--- src/rtl/wb_rr_arb4.sv ---
// Four-master round-robin Wishbone arbiter with a per-transaction watchdog.
// One grant per transaction; the response is routed back to the granted master only.
module wb_rr_arb4 (
   input  logic         clk_i,
   input  logic         rst_n,
   input  logic [7:0]   cfg_timeout,
   input  logic         cfg_clr_status,
   input  logic [127:0] m_wbd_dat_i,
   input  logic [127:0] m_wbd_adr_i,
   input  logic [15:0]  m_wbd_sel_i,
   input  logic [15:0]  m_wbd_tid_i,
   input  logic [3:0]   m_wbd_we_i,
   input  logic [3:0]   m_wbd_cyc_i,
   input  logic [3:0]   m_wbd_stb_i,
   output logic [31:0]  m_wbd_dat_o,
   output logic [3:0]   m_wbd_ack_o,
   output logic [3:0]   m_wbd_err_o,
   output logic [31:0]  s_wbd_dat_o,
   output logic [31:0]  s_wbd_adr_o,
   output logic [3:0]   s_wbd_sel_o,
   output logic [3:0]   s_wbd_tid_o,
   output logic         s_wbd_we_o,
   output logic         s_wbd_cyc_o,
   output logic         s_wbd_stb_o,
   input  logic [31:0]  s_wbd_dat_i,
   input  logic         s_wbd_ack_i,
   input  logic         s_wbd_err_i,
   output logic         sts_timeout,
   output logic [1:0]   sts_timeout_mid
);

   typedef enum logic {IDLE, BUSY} state_t;

   state_t      state_q, state_d;
   logic [1:0]  gnt_q, gnt_d;
   logic [1:0]  last_q, last_d;
   logic [7:0]  wd_q, wd_d;
   logic        sts_q, sts_d;
   logic [1:0]  mid_q, mid_d;

   logic [3:0][31:0] m_dat_v, m_adr_v;
   logic [3:0][3:0]  m_sel_v, m_tid_v;
   logic [3:0]       req;
   logic [1:0]       pick, idx;
   logic             any_req, busy, abort, resp, wd_fire;
   logic [7:0]       tmo_m1;

   assign m_dat_v = m_wbd_dat_i;
   assign m_adr_v = m_wbd_adr_i;
   assign m_sel_v = m_wbd_sel_i;
   assign m_tid_v = m_wbd_tid_i;
   assign req     = m_wbd_cyc_i & m_wbd_stb_i;

   // Scan starting just after the last winner so every requester gets a turn.
   always_comb begin
      pick    = last_q;
      idx     = '0;
      any_req = 1'b0;
      for (int i = 1; i <= 4; i++) begin
         idx = last_q + 2'(i);
         if (!any_req && req[idx]) begin
            pick    = idx;
            any_req = 1'b1;
         end
      end
   end

   assign busy    = (state_q == BUSY);
   assign abort   = busy & ~m_wbd_cyc_i[gnt_q];
   assign resp    = s_wbd_ack_i | s_wbd_err_i;
   assign tmo_m1  = cfg_timeout - 8'd1;
   // A real response in the expiry cycle takes precedence over the watchdog.
   assign wd_fire = busy & ~abort & ~resp & (cfg_timeout != 8'd0) & (wd_q == tmo_m1);

   always_comb begin
      s_wbd_dat_o = '0;
      s_wbd_adr_o = '0;
      s_wbd_sel_o = '0;
      s_wbd_tid_o = '0;
      s_wbd_we_o  = 1'b0;
      s_wbd_cyc_o = 1'b0;
      s_wbd_stb_o = 1'b0;
      m_wbd_ack_o = '0;
      m_wbd_err_o = '0;
      if (busy) begin
         s_wbd_dat_o = m_dat_v[gnt_q];
         s_wbd_adr_o = m_adr_v[gnt_q];
         s_wbd_sel_o = m_sel_v[gnt_q];
         s_wbd_tid_o = m_tid_v[gnt_q];
         s_wbd_we_o  = m_wbd_we_i[gnt_q];
         s_wbd_cyc_o = m_wbd_cyc_i[gnt_q] & ~wd_fire;
         s_wbd_stb_o = m_wbd_stb_i[gnt_q] & ~wd_fire;
         if (!abort) begin
            m_wbd_ack_o[gnt_q] = s_wbd_ack_i;
            m_wbd_err_o[gnt_q] = s_wbd_err_i | wd_fire;
         end
      end
   end

   // Read data is broadcast; held at zero while reset is asserted.
   assign m_wbd_dat_o = rst_n ? s_wbd_dat_i : '0;

   always_comb begin
      state_d = state_q;
      gnt_d   = gnt_q;
      last_d  = last_q;
      wd_d    = wd_q;
      sts_d   = sts_q;
      mid_d   = mid_q;
      case (state_q)
         IDLE: begin
            if (any_req) begin
               gnt_d   = pick;
               wd_d    = '0;
               state_d = BUSY;
            end
         end
         BUSY: begin
            wd_d = (wd_q == 8'hFF) ? wd_q : wd_q + 8'd1;
            if (abort || resp || wd_fire) begin
               state_d = IDLE;
               last_d  = gnt_q;
            end
         end
         default: state_d = IDLE;
      endcase
      if (wd_fire) begin
         sts_d = 1'b1;
         mid_d = gnt_q;
      end else if (cfg_clr_status) begin
         sts_d = 1'b0;
      end
   end

   always_ff @(posedge clk_i or negedge rst_n) begin
      if (!rst_n) begin
         state_q <= IDLE;
         gnt_q   <= 2'd0;
         last_q  <= 2'd3;
         wd_q    <= '0;
         sts_q   <= 1'b0;
         mid_q   <= 2'd0;
      end else begin
         state_q <= state_d;
         gnt_q   <= gnt_d;
         last_q  <= last_d;
         wd_q    <= wd_d;
         sts_q   <= sts_d;
         mid_q   <= mid_d;
      end
   end

   assign sts_timeout     = sts_q;
   assign sts_timeout_mid = mid_q;

endmodule

--- config.mk ---
export PLATFORM = sky130hd
export DESIGN_NAME = wb_rr_arb4
export DESIGN_NICKNAME = d
export VERILOG_FILES = /design/src/rtl/wb_rr_arb4.sv
export SDC_FILE = /design/constraint.sdc
export NUM_CORES = 1
export LEC_CHECK = 0
export BUFFER_PORTS_ARGS = -buffer_cell sky130_fd_sc_hd__buf_2
export CAP_MARGIN = 20
export CELL_PAD_IN_SITES_DETAIL_PLACEMENT = 1
export CELL_PAD_IN_SITES_GLOBAL_PLACEMENT = 1
export CORE_AREA = 2 2 182 184
export CTS_BUF_LIST = sky130_fd_sc_hd__clkbuf_8
export CTS_CLUSTER_SIZE = 14
export DETAILED_ROUTE_END_ITERATION = 7
export DIE_AREA = 0 0 184 186
export GPL_ROUTABILITY_DRIVEN = 0
export PLACE_DENSITY_LB_ADDON = 0.1
export SYNTH_ARGS = -nofsm -noshare
export SYNTH_HDL_FRONTEND = slang
export SYNTH_SLANG_ARGS = --single-unit
--- constraint.sdc ---
create_clock -name clk_i -period 2.02 [get_ports clk_i]
set_input_delay 0.202 -clock clk_i [delete_from_list [all_inputs] [get_ports clk_i]]
set_output_delay 0.202 -clock clk_i [all_outputs]
set_load 0.1 [all_outputs]
==> summary.txt <==
Status
  • Status: finished, violations left
  • Failing checks: negative setup slack

Cells and area
  • Synth-to-Final Area Change: 142%
  • Post-layout util: 0.280
  • Net count, final: 1,215
  • Final cell count without fillers: 1,275
  • Fraction of layout instances using a drive strength above 1: 0.833

STA
  • Hold Vio Cnt, Final: 0
  • Worst Max-Slew Pin Slew: 0.536 ns
  • Rel. slew slack: 0.645
  • Setup Skew: 0.00230 ns
  • Period utilization: 1.20
  • Final Critical Period: 2.43 ns
  • Fmax: 0.411 GHz
  • RSZ-0062 raised after global routing: yes
  • Finish-stage setup viols: 76
  • Final slew viol count: 0
  • Worst setup margin: -0.414 ns

Global routing
  • Total congestion overflow: 0
  • Initial antenna violation count: 5
  • Pin count of the biggest net entering global routing: 69
  • Vias in the first global route: approximately 5,500
  • First-pass GRT wire length: 34,800 um
  • Total track usage: 0.135

Job
  • Max-cap violations: 0

Worst hold path
  • Hold EP: sts_timeout
  • Min-delay src: cfg_clr_status
  • Worst hold stages: 3
  • Hold Crit Class: input pin to flop

Critical path
  • Setup slack, reg-to-reg: -0.22 ns
  • Reg2Reg Depth: 10
  • Reg2reg end: sts_timeout_mid[0]
  • Crit end category: primary output
  • WS Path Type: flop to primary output
  • Highest net fanout along the worst path: 4
  • Startpoint Class: flop
  • CP arrival: 2.23 ns
  • Reg-to-Reg Start: wd_q[5]
  • WP data required: 1.82 ns

Floorplanning
  • # rows: 66
  • Die span in y: 186 um
  • Chip Width: 184 um
  • Starting density of the core: 0.116
  • Core area: about 0.032 sq mm
  • Die ar.: between 0.03 and 0.04 sq mm
  • Ports: about 460

Synth
  • Top cell type's share of synthesized area: 0.452
  • Post-Syn Nets: 710
  • FFs w/ async S/R, synth: 1.00
  • Synthesized area: 0.00373 sq mm
  • Synth top area cells: mux4_2 45%, and2_1 18%, dfrtp_1 9.4%
  • Register bit total from synthesis: 16
  • Cell count after synthesis: between 300 and 400
  • Average size of a mapped cell: ~10 sq um
  • Top-count cell post-synth: and2_1
  • Syn. warnings: 0
  • Post-synth EDFFs: 0
  • Top cells by count, synth: 107 x and2_1, 75 x mux4_2, 22 x clkbuf_1, 19 x nor2_1, 18 x nand2_1
  • Netlist cell types: 46
  • Yosys top cell by area: mux4_2
  • Post-synthesis sequential area ratio: 0.108
  • Prevailing post-synth register cell: dfrtp_1

CTS
  • TritonCTS clock tree: done
  • Cts hold-fix bufs: 0
  • CTS max path bufs: 2
  • Worst-path clk slew: 0.07 ns
  • H-tree Lvls: 1
  • Clock sinks: 16
  • TritonCTS Buffers: 3
  • Clk_lat worst skew: between 0.2 and 0.3 ns
  • Clk root buf: clkbuf_8

Detailed routing
  • Vias per inst: 3.99
  • Post-DRT Antenna Nets: 0
  • Iter 0 DRT Violations: 100
  • DRC Markers: 0
  • Routed wire length: 24,900 um
  • DR pass1 iterations: 4
  • WL/cell: 19.5 um
  • Routed vias: 5,086

Placed design
  • Hpwl dp: 20,700 um
  • Placed Cells incl. Taps: around 1,200
  • PortBufs: 462

Power
  • Power after layout: about 14 mW
  • PD cells: 1600 mW/mm^2
  • Lkg Pwr: 4.25 nW
  • VDD IR max: just over 600 uV
layout by cell type, fill, tap and decap left out, types with 3 or more instances in the layout:
cell | synthesis | routed
nor2_4 | 0 | 3
a21oi_1 | 10 | 10
mux4_2 | 75 | 75
nor2_1 | 19 | 16
buf_4 | 1 | 30
buf_6 | 0 | 18
buf_8 | 0 | 4
nand3_1 | 7 | 6
dfrtp_1 | 14 | 11
and2_4 | 0 | 75
a31oi_1 | 3 | 3
clkbuf_8 | 0 | 4
or3_1 | 3 | 3
nand2_1 | 18 | 15
buf_12 | 0 | 101
ha_1 | 3 | 3
mux2i_1 | 3 | 3
inv_1 | 8 | 8
buf_2 | 6 | 379
xnor2_1 | 11 | 9
and2_1 | 107 | 32
o21ai_0 | 5 | 5
nor3b_4 | 0 | 3
cells by family (layout without fill, tap and decap cells):
family / count (synthesis) / count (layout) / synth area share
compound gates: 32 / 32 / 0.0583
xor+xnor: 12 / 12 / 0.0281
fa+ha+maj: 3 / 3 / 0.0101
simple gates: 176 / 176 / 0.281
flops: 16 / 16 / 0.108
buf+inv: 42 / 546 / 0.0452
mux: 81 / 81 / 0.470
other cells: 0 / 1 / 0
power breakdown:
part	internal (mW)	switching (mW)	total, mW
clock	0.173	0.121	0.294
sequential	0.425	0.119	0.543
combinational	6.01	7.57	13.6
how the worst max path moves through the flow:
stage	start	endpoint	slack, ns
floorplan	gnt_q[0]	m_wbd_err_o[1]	-0.75
detailed placement	cfg_timeout[0]	m_wbd_err_o[1]	-0.44
global route	wd_q[5]	m_wbd_err_o[2]	-0.50
global placement	cfg_timeout[0]	m_wbd_err_o[1]	-0.43
CTS	wd_q[5]	m_wbd_err_o[1]	-0.43
finish	wd_q[5]	m_wbd_err_o[1]	-0.41
metrics by stage:
step	cell area (sq um)	setup TNS (ns)	setup WS [ns]	hold slack, ns
floorplan	3980	-3.53	-0.747	-0.0936
global placement	7240	-4.29	-0.428	0.464
detailed placement	7240	-4.59	-0.442	0.468
CTS	9070	-17.55	-0.426	0.209
global route	9020	-18.74	-0.503	0.244
finish	9020	-13.87	-0.414	0.213
metal layers:
metal / routed length (um) / vias up / part of all wire / GRT usage
li1: - / 2386 / - / -
met1: 9780 / 2409 / 0.39 / 0.168
met2: 12800 / 263 / 0.51 / 0.246
met3: 2060 / 20 / 0.083 / 0.0274
met4: 202 / 8 / 0.0081 / 0.0160
met5: 40 / - / 0.0016 / 0
repair_timing:
action / 4_1_cts / 5_1_grt
setup endpoints to repair: 85 / 90
setup buffers: 28 / 10
resized for setup: 414 / 27
pin swaps: 15 / 6
gates cloned: 5 / 0
cell type report:
class / count / area, sq um
Antenna cell: 1 / 2.50
Clock buffer: 4 / 55.1
Fill cell: 3683 / 23200
Inverter: 8 / 30.0
Multi-Input combinational cell: 304 / 3550
Sequential cell: 16 / 412
Tap cell: 408 / 510
Timing Repair Buffer: 534 / 4460
registers in the layout, indices dropped and copies added, names as in the netlist:
| name | cells |
|---|---|
| busy | 1 |
| gnt_q | 2 |
| wd_q | 8 |
| sts_timeout | 1 |
| sts_timeout_mid | 2 |
| last_q | 2 |
worst max-delay path: stages (launching register included):
cell and delay (ns):
dfrtp_1 0.41, xnor2_2 0.20, o31a_1 0.17, o2111ai_2 0.16, a311oi_4 0.37, a21oi_4 0.16
nor4b_4 0.29, buf_12 0.21
(Power assumes the default switching activity.)
